`config.mk`:
```
export PLATFORM = sky130hd
export DESIGN_NAME = lsu_mem_ctrl
export DESIGN_NICKNAME = d
export VERILOG_FILES = /design/src/rtl/lsu_mem_ctrl.sv
export SDC_FILE = /design/constraint.sdc
export NUM_CORES = 1
export LEC_CHECK = 0
export BUFFER_PORTS_ARGS = -buffer_cell sky130_fd_sc_hd__buf_4
export CAP_MARGIN = 10
export CELL_PAD_IN_SITES_DETAIL_PLACEMENT = 1
export CELL_PAD_IN_SITES_GLOBAL_PLACEMENT = 1
export CORE_MARGIN = 2
export CORE_UTILIZATION = 37
export CTS_BUF_LIST = sky130_fd_sc_hd__clkbuf_4
export CTS_CLUSTER_SIZE = 14
export DETAILED_ROUTE_END_ITERATION = 10
export PLACE_DENSITY_LB_ADDON = 0.1
export SYNTH_ARGS = -nofsm -noshare
export SYNTH_HDL_FRONTEND = slang
export SYNTH_SLANG_ARGS = --single-unit
```
`constraint.sdc`:
```
create_clock -name clk -period 2.4 [get_ports clk]
set_input_delay 0.24 -clock clk [delete_from_list [all_inputs] [get_ports clk]]
set_output_delay 0.24 -clock clk [all_outputs]
set_load 0.01 [all_outputs]
```
`src/rtl/lsu_mem_ctrl.sv`:
```
// rtl/lsu_mem_ctrl.sv - load/store unit bridging the memory stage to a req/ack data bus with timeout
// Optional misaligned-access trapping is enabled by defining MISALIGN_TRAP_EN.
module lsu_mem_ctrl #(
    parameter int TIMEOUT = 15
) (
    input  logic        clk,
    input  logic        rst,
    input  logic        req_valid,
    input  logic        is_load,
    input  logic        is_store,
    input  logic [2:0]  funct3,
    input  logic [31:0] addr,
    input  logic [31:0] st_data,
    output logic        stall,
    output logic [31:0] d_rdata,
    output logic        rd_valid,
    output logic        err,
    output logic        mem_req,
    output logic        mem_we,
    output logic [31:0] mem_addr,
    output logic [31:0] mem_wdata,
    output logic [3:0]  mem_wmask,
    input  logic        mem_ack,
    input  logic [31:0] mem_rdata
);

    localparam logic [1:0] IDLE = 2'd0;
    localparam logic [1:0] BUSY = 2'd1;
    localparam logic [1:0] DONE = 2'd2;
    localparam logic [7:0] TIMER_LAST = 8'(TIMEOUT - 1);

    logic [1:0]  state;
    logic [7:0]  timer;
    logic [2:0]  op_funct3;
    logic [1:0]  op_off;
    logic        op_load;
    logic        accept;
    logic        illegal;
    logic        misaligned;
    logic        timeout_hit;
    logic [3:0]  st_mask;
    logic [31:0] st_wdata;
    logic [7:0]  ld_byte;
    logic [15:0] ld_half;
    logic [31:0] ld_data;

    assign accept      = (state == IDLE) && req_valid && (is_load || is_store);
    assign stall       = accept || (state == BUSY);
    assign timeout_hit = (timer == TIMER_LAST);

`ifdef MISALIGN_TRAP_EN
    assign misaligned = ((funct3[1:0] == 2'b01) && addr[0]) ||
                        ((funct3[1:0] == 2'b10) && (addr[1:0] != 2'b00));
`else
    assign misaligned = 1'b0;
`endif

    assign illegal = (is_load && is_store) ||
                     (is_load && ((funct3 == 3'b011) || (funct3[2:1] == 2'b11))) ||
                     (is_store && (funct3[2] || (funct3[1:0] == 2'b11))) ||
                     misaligned;

    always_comb begin
        st_mask  = 4'b1111;
        st_wdata = st_data;
        case (funct3[1:0])
            2'b00: begin
                st_mask  = 4'b0001 << addr[1:0];
                st_wdata = {4{st_data[7:0]}};
            end
            2'b01: begin
                st_mask  = 4'b0011 << {addr[1], 1'b0};
                st_wdata = {2{st_data[15:0]}};
            end
            default: begin
                st_mask  = 4'b1111;
                st_wdata = st_data;
            end
        endcase
    end

    // Lane selection uses the offset latched at accept, not the live address.
    always_comb begin
        ld_byte = mem_rdata[7:0];
        case (op_off)
            2'd1:    ld_byte = mem_rdata[15:8];
            2'd2:    ld_byte = mem_rdata[23:16];
            2'd3:    ld_byte = mem_rdata[31:24];
            default: ld_byte = mem_rdata[7:0];
        endcase
        ld_half = op_off[1] ? mem_rdata[31:16] : mem_rdata[15:0];
        ld_data = 32'd0;
        case (op_funct3)
            3'b000:  ld_data = {{24{ld_byte[7]}}, ld_byte};
            3'b001:  ld_data = {{16{ld_half[15]}}, ld_half};
            3'b010:  ld_data = mem_rdata;
            3'b100:  ld_data = {24'd0, ld_byte};
            3'b101:  ld_data = {16'd0, ld_half};
            default: ld_data = 32'd0;
        endcase
    end

    always_ff @(posedge clk) begin
        if (rst) begin
            state     <= IDLE;
            timer     <= 8'd0;
            op_funct3 <= 3'd0;
            op_off    <= 2'd0;
            op_load   <= 1'b0;
            d_rdata   <= 32'd0;
            rd_valid  <= 1'b0;
            err       <= 1'b0;
            mem_req   <= 1'b0;
            mem_we    <= 1'b0;
            mem_addr  <= 32'd0;
            mem_wdata <= 32'd0;
            mem_wmask <= 4'd0;
        end else begin
            case (state)
                IDLE: begin
                    rd_valid <= 1'b0;
                    err      <= 1'b0;
                    if (accept) begin
                        op_funct3 <= funct3;
                        op_off    <= addr[1:0];
                        op_load   <= is_load;
                        if (illegal) begin
                            state    <= DONE;
                            rd_valid <= 1'b1;
                            err      <= 1'b1;
                            d_rdata  <= 32'd0;
                        end else begin
                            state     <= BUSY;
                            timer     <= 8'd0;
                            mem_req   <= 1'b1;
                            mem_we    <= is_store;
                            mem_addr  <= {addr[31:2], 2'b00};
                            mem_wdata <= is_store ? st_wdata : 32'd0;
                            mem_wmask <= is_store ? st_mask : 4'b0000;
                        end
                    end
                end
                BUSY: begin
                    // An ack arriving on the final timeout cycle still completes normally.
                    if (mem_req && mem_ack) begin
                        state    <= DONE;
                        mem_req  <= 1'b0;
                        mem_we   <= 1'b0;
                        rd_valid <= 1'b1;
                        err      <= 1'b0;
                        d_rdata  <= op_load ? ld_data : 32'd0;
                    end else if (timeout_hit) begin
                        state    <= DONE;
                        mem_req  <= 1'b0;
                        mem_we   <= 1'b0;
                        rd_valid <= 1'b1;
                        err      <= 1'b1;
                        d_rdata  <= 32'd0;
                    end else begin
                        timer <= timer + 8'd1;
                    end
                end
                DONE: begin
                    state    <= IDLE;
                    rd_valid <= 1'b0;
                    err      <= 1'b0;
                end
                default: begin
                    state    <= IDLE;
                    rd_valid <= 1'b0;
                    err      <= 1'b0;
                    mem_req  <= 1'b0;
                    mem_we   <= 1'b0;
                end
            endcase
        end
    end

endmodule

```
==> flow_summary.ini <==
[status]
status = finished, final reports clean

[sta]
worst_slack_ps = 308
worst_pin_slew_ps = 741
rsz0062_at_grt = false
max-slew-margin-rel_pct = 50.6
hold_viol = 0
timing.final.crit_share_pct = 87.2
finalSetupTns_ps = 0
period_needed_ps = 2090
fmax_mhz = 478
slew_violations = 0
setup_violations = 0
clock_skew_ps = 18.7

[setup_path]
end_kind = primary output
cp.arrival_ps = 1850
regToRegSetupSlack_ps = 390
start_kind = input pin
crit_fanout = 10
cp.required_ps = 2160
path_class = in -> out

[grt]
grt_pass1_wl_um = 31900
first_global_vias = 6184
antenna_found_initial = 0
grt_start_max_net_pins = 69
grt_use_total_pct = 25.2
grt-ovfl-total = 0

[layout]
areaGrowthSynthToFinish_pct = 49.7
fin_util_pct = 56.6
seqCellArea_sq_mm = 0.00236
multi_input_area_sq_mm = 0.00277
num_antenna_cells = 0
fillers = 1665
nNetsFinal = 1007
post_route_cells_drive_above_1_share_pct = 33.2

[power]
ir_drop_mv = 0.262
pwr-share-seq_pct = 43.4
fin_total_pwr_mw = 4.79
internal-power_mw = 3.41
power.switching_mw = 1.38
clkPwrFrac_pct = 36.3
comb_power_share_pct = 20.3
leakage_nw = 3.44
p_per_area_mw_per_mm2 = 585
swShare_pct = 28.8

[logic_synthesis]
syn-cell-area_sq_mm = 0.00547
yosys_register_bits = 118
avgSynthCellArea_sq_um = 8.62
yosysSeqAreaShare_pct = 43.2
ys_warn_count = 0
yosysUniqueCellTypes = 57
synthTopCellsByArea = dfxtp_1 (43%), a21oi_1 (9.3%), nand2_1 (8.4%)
yosysTopAreaCell = dfxtp_1
yosys.cell_count.top_type = nand2_1
async_flop_share_pct = 0
synth_edf_count = 0
syn_inst = 635
synth_common_cells = nand2_1 (123), dfxtp_1 (118), a21oi_1 (102), nor2_1 (32), nand3_1 (26)
synth_top_area_share_pct = 43.2
synth_ff_type = dfxtp_1

[cts]
cts_root_buf = clkbuf_4
ctsHoldBuffers = 74
postCtsResizedCells = 0
numCtsBuffers = 17
cts_tree = built
cts_buffer_depth = 2
postCtsSetupBuffers = 0
clk_latency_ps = 540
cts.htree.levels = 4
clk_transition_reported_paths_ps = 100
cts_sinks = 118

[floorplan]
fp.dieH_um = 126
rows = 44
initial_utilization_pct = 37.8
core_area_sq_mm = 0.0145
dieArea_sq_mm = 0.0158
ios = 210
chipWidth_um = 126

[run]
max_cap_violations = 0

[drt]
ant_nets = 0
drc_errors = 0
wl_per_cell_um = 18.1
wirelength_um = 19900
dr.pass1.iters = 4
viasPerCell = 5.29
drt_iter0_drc = 211
vias = 5799

[placed_design]
dp_hpwl_um = 13300
io_buffers = 207
place_worst_setup_slack_ps = 402
gp_congestion = 0.886

[worst_hold_path]
hp-class = in -> reg
sequential cells by signal, summed over array words and instances, names as in the netlist:
register   cells
err            1
mem_req        1
mem_wmask      4
mem_wdata     32
op_load        1
d_rdata       32
state          2
op_off         2
rd_valid       1
op_funct3      3
mem_addr      30
mem_we         1
timer          8
power groups by stage:
stage                     clock network [mW]  registers, mW  logic, mW
final                                   1.74           2.08      0.970
after global routing                    1.86           2.09       1.06
after CTS                               1.79           2.08      0.964
after detailed placement                   0           2.12      0.861
after global placement                     0           2.12      0.845
after floorplan                            0           2.14      0.477
area by class of cell:
class	instances	share of cell area, %
multi-input combinational	451	33.8
timing repair buffer	294	29.5
sequential	118	28.8
tap	184	2.81
clock inverter	14	2.54
clock buffer	18	1.65
inverter	18	0.825
worst max-delay path: stages:
cell	delay, ps
dlygate4sd3_1	530
buf_4	150
o21ai_2	230
or3_1	400
nand2_1	130
buf_4	170
path summary, 6_finish.rpt:
path	startpoint	endpoint	depth (start not counted)
worst min-delay path	st_data[25]	mem_wdata[25]$_SDFFE_PP0P_	4
worst min register to register	mem_addr[30]$_SDFFE_PP0P_	mem_addr[30]$_SDFFE_PP0P_	2
worst max-delay path	is_load	stall	6
worst max register to register	op_off[1]$_SDFFE_PP0P_	d_rdata[1]$_SDFFE_PP0P_	5
cells in the final DEF, fill, tap and decap left out, types with 9 or more instances in the layout:
cell type / synthesis / routed
o2bb2ai_2: 23 / 23
a21o_1: 9 / 9
clkbuf_4: 0 / 18
nand2_1: 123 / 123
inv_1: 16 / 16
mux2_2: 12 / 12
a211o_1: 12 / 12
nand3_1: 26 / 26
nor2_1: 32 / 32
dfxtp_1: 118 / 118
dlygate4sd3_1: 0 / 74
o21ai_0: 15 / 15
mux2i_1: 10 / 10
a21oi_1: 102 / 102
buf_4: 7 / 218
routing by layer:
metal  part of all wire, %  global-route usage, %  up-vias  wire [um]
met5                     0                      0        -          0
met2                    52                   45.8      176      10400
met4                   2.6                   10.1        0        514
li1                      -                      -     2785          -
met3                   6.0                   7.52       35       1200
met1                    39                   27.4     2803       7790
stage by stage:
stage          instance area [sq um]  cells  hold WS [ps]
3_5_place_dp                    7110    991           450
3_3_place_gp                    7110    991           440
6_report                        8190   1097          75.2
2_1_floorplan                   5480    636           376
4_1_cts                         8190   1097          16.8
5_1_grt                         8190   1097          35.7
cells by family (layout without fill, tap and decap cells):
kind of cell | after synthesis | after routing | synth area share (%)
simple gates | 217 | 217 | 18.2
compound gates | 207 | 207 | 27.0
flops | 118 | 118 | 43.2
buf+inv | 67 | 344 | 6.35
mux | 23 | 23 | 4.71
fa+ha+maj | 2 | 2 | 0.457
other cells | 1 | 2 | 0.0685
(Power assumes the default switching activity.)
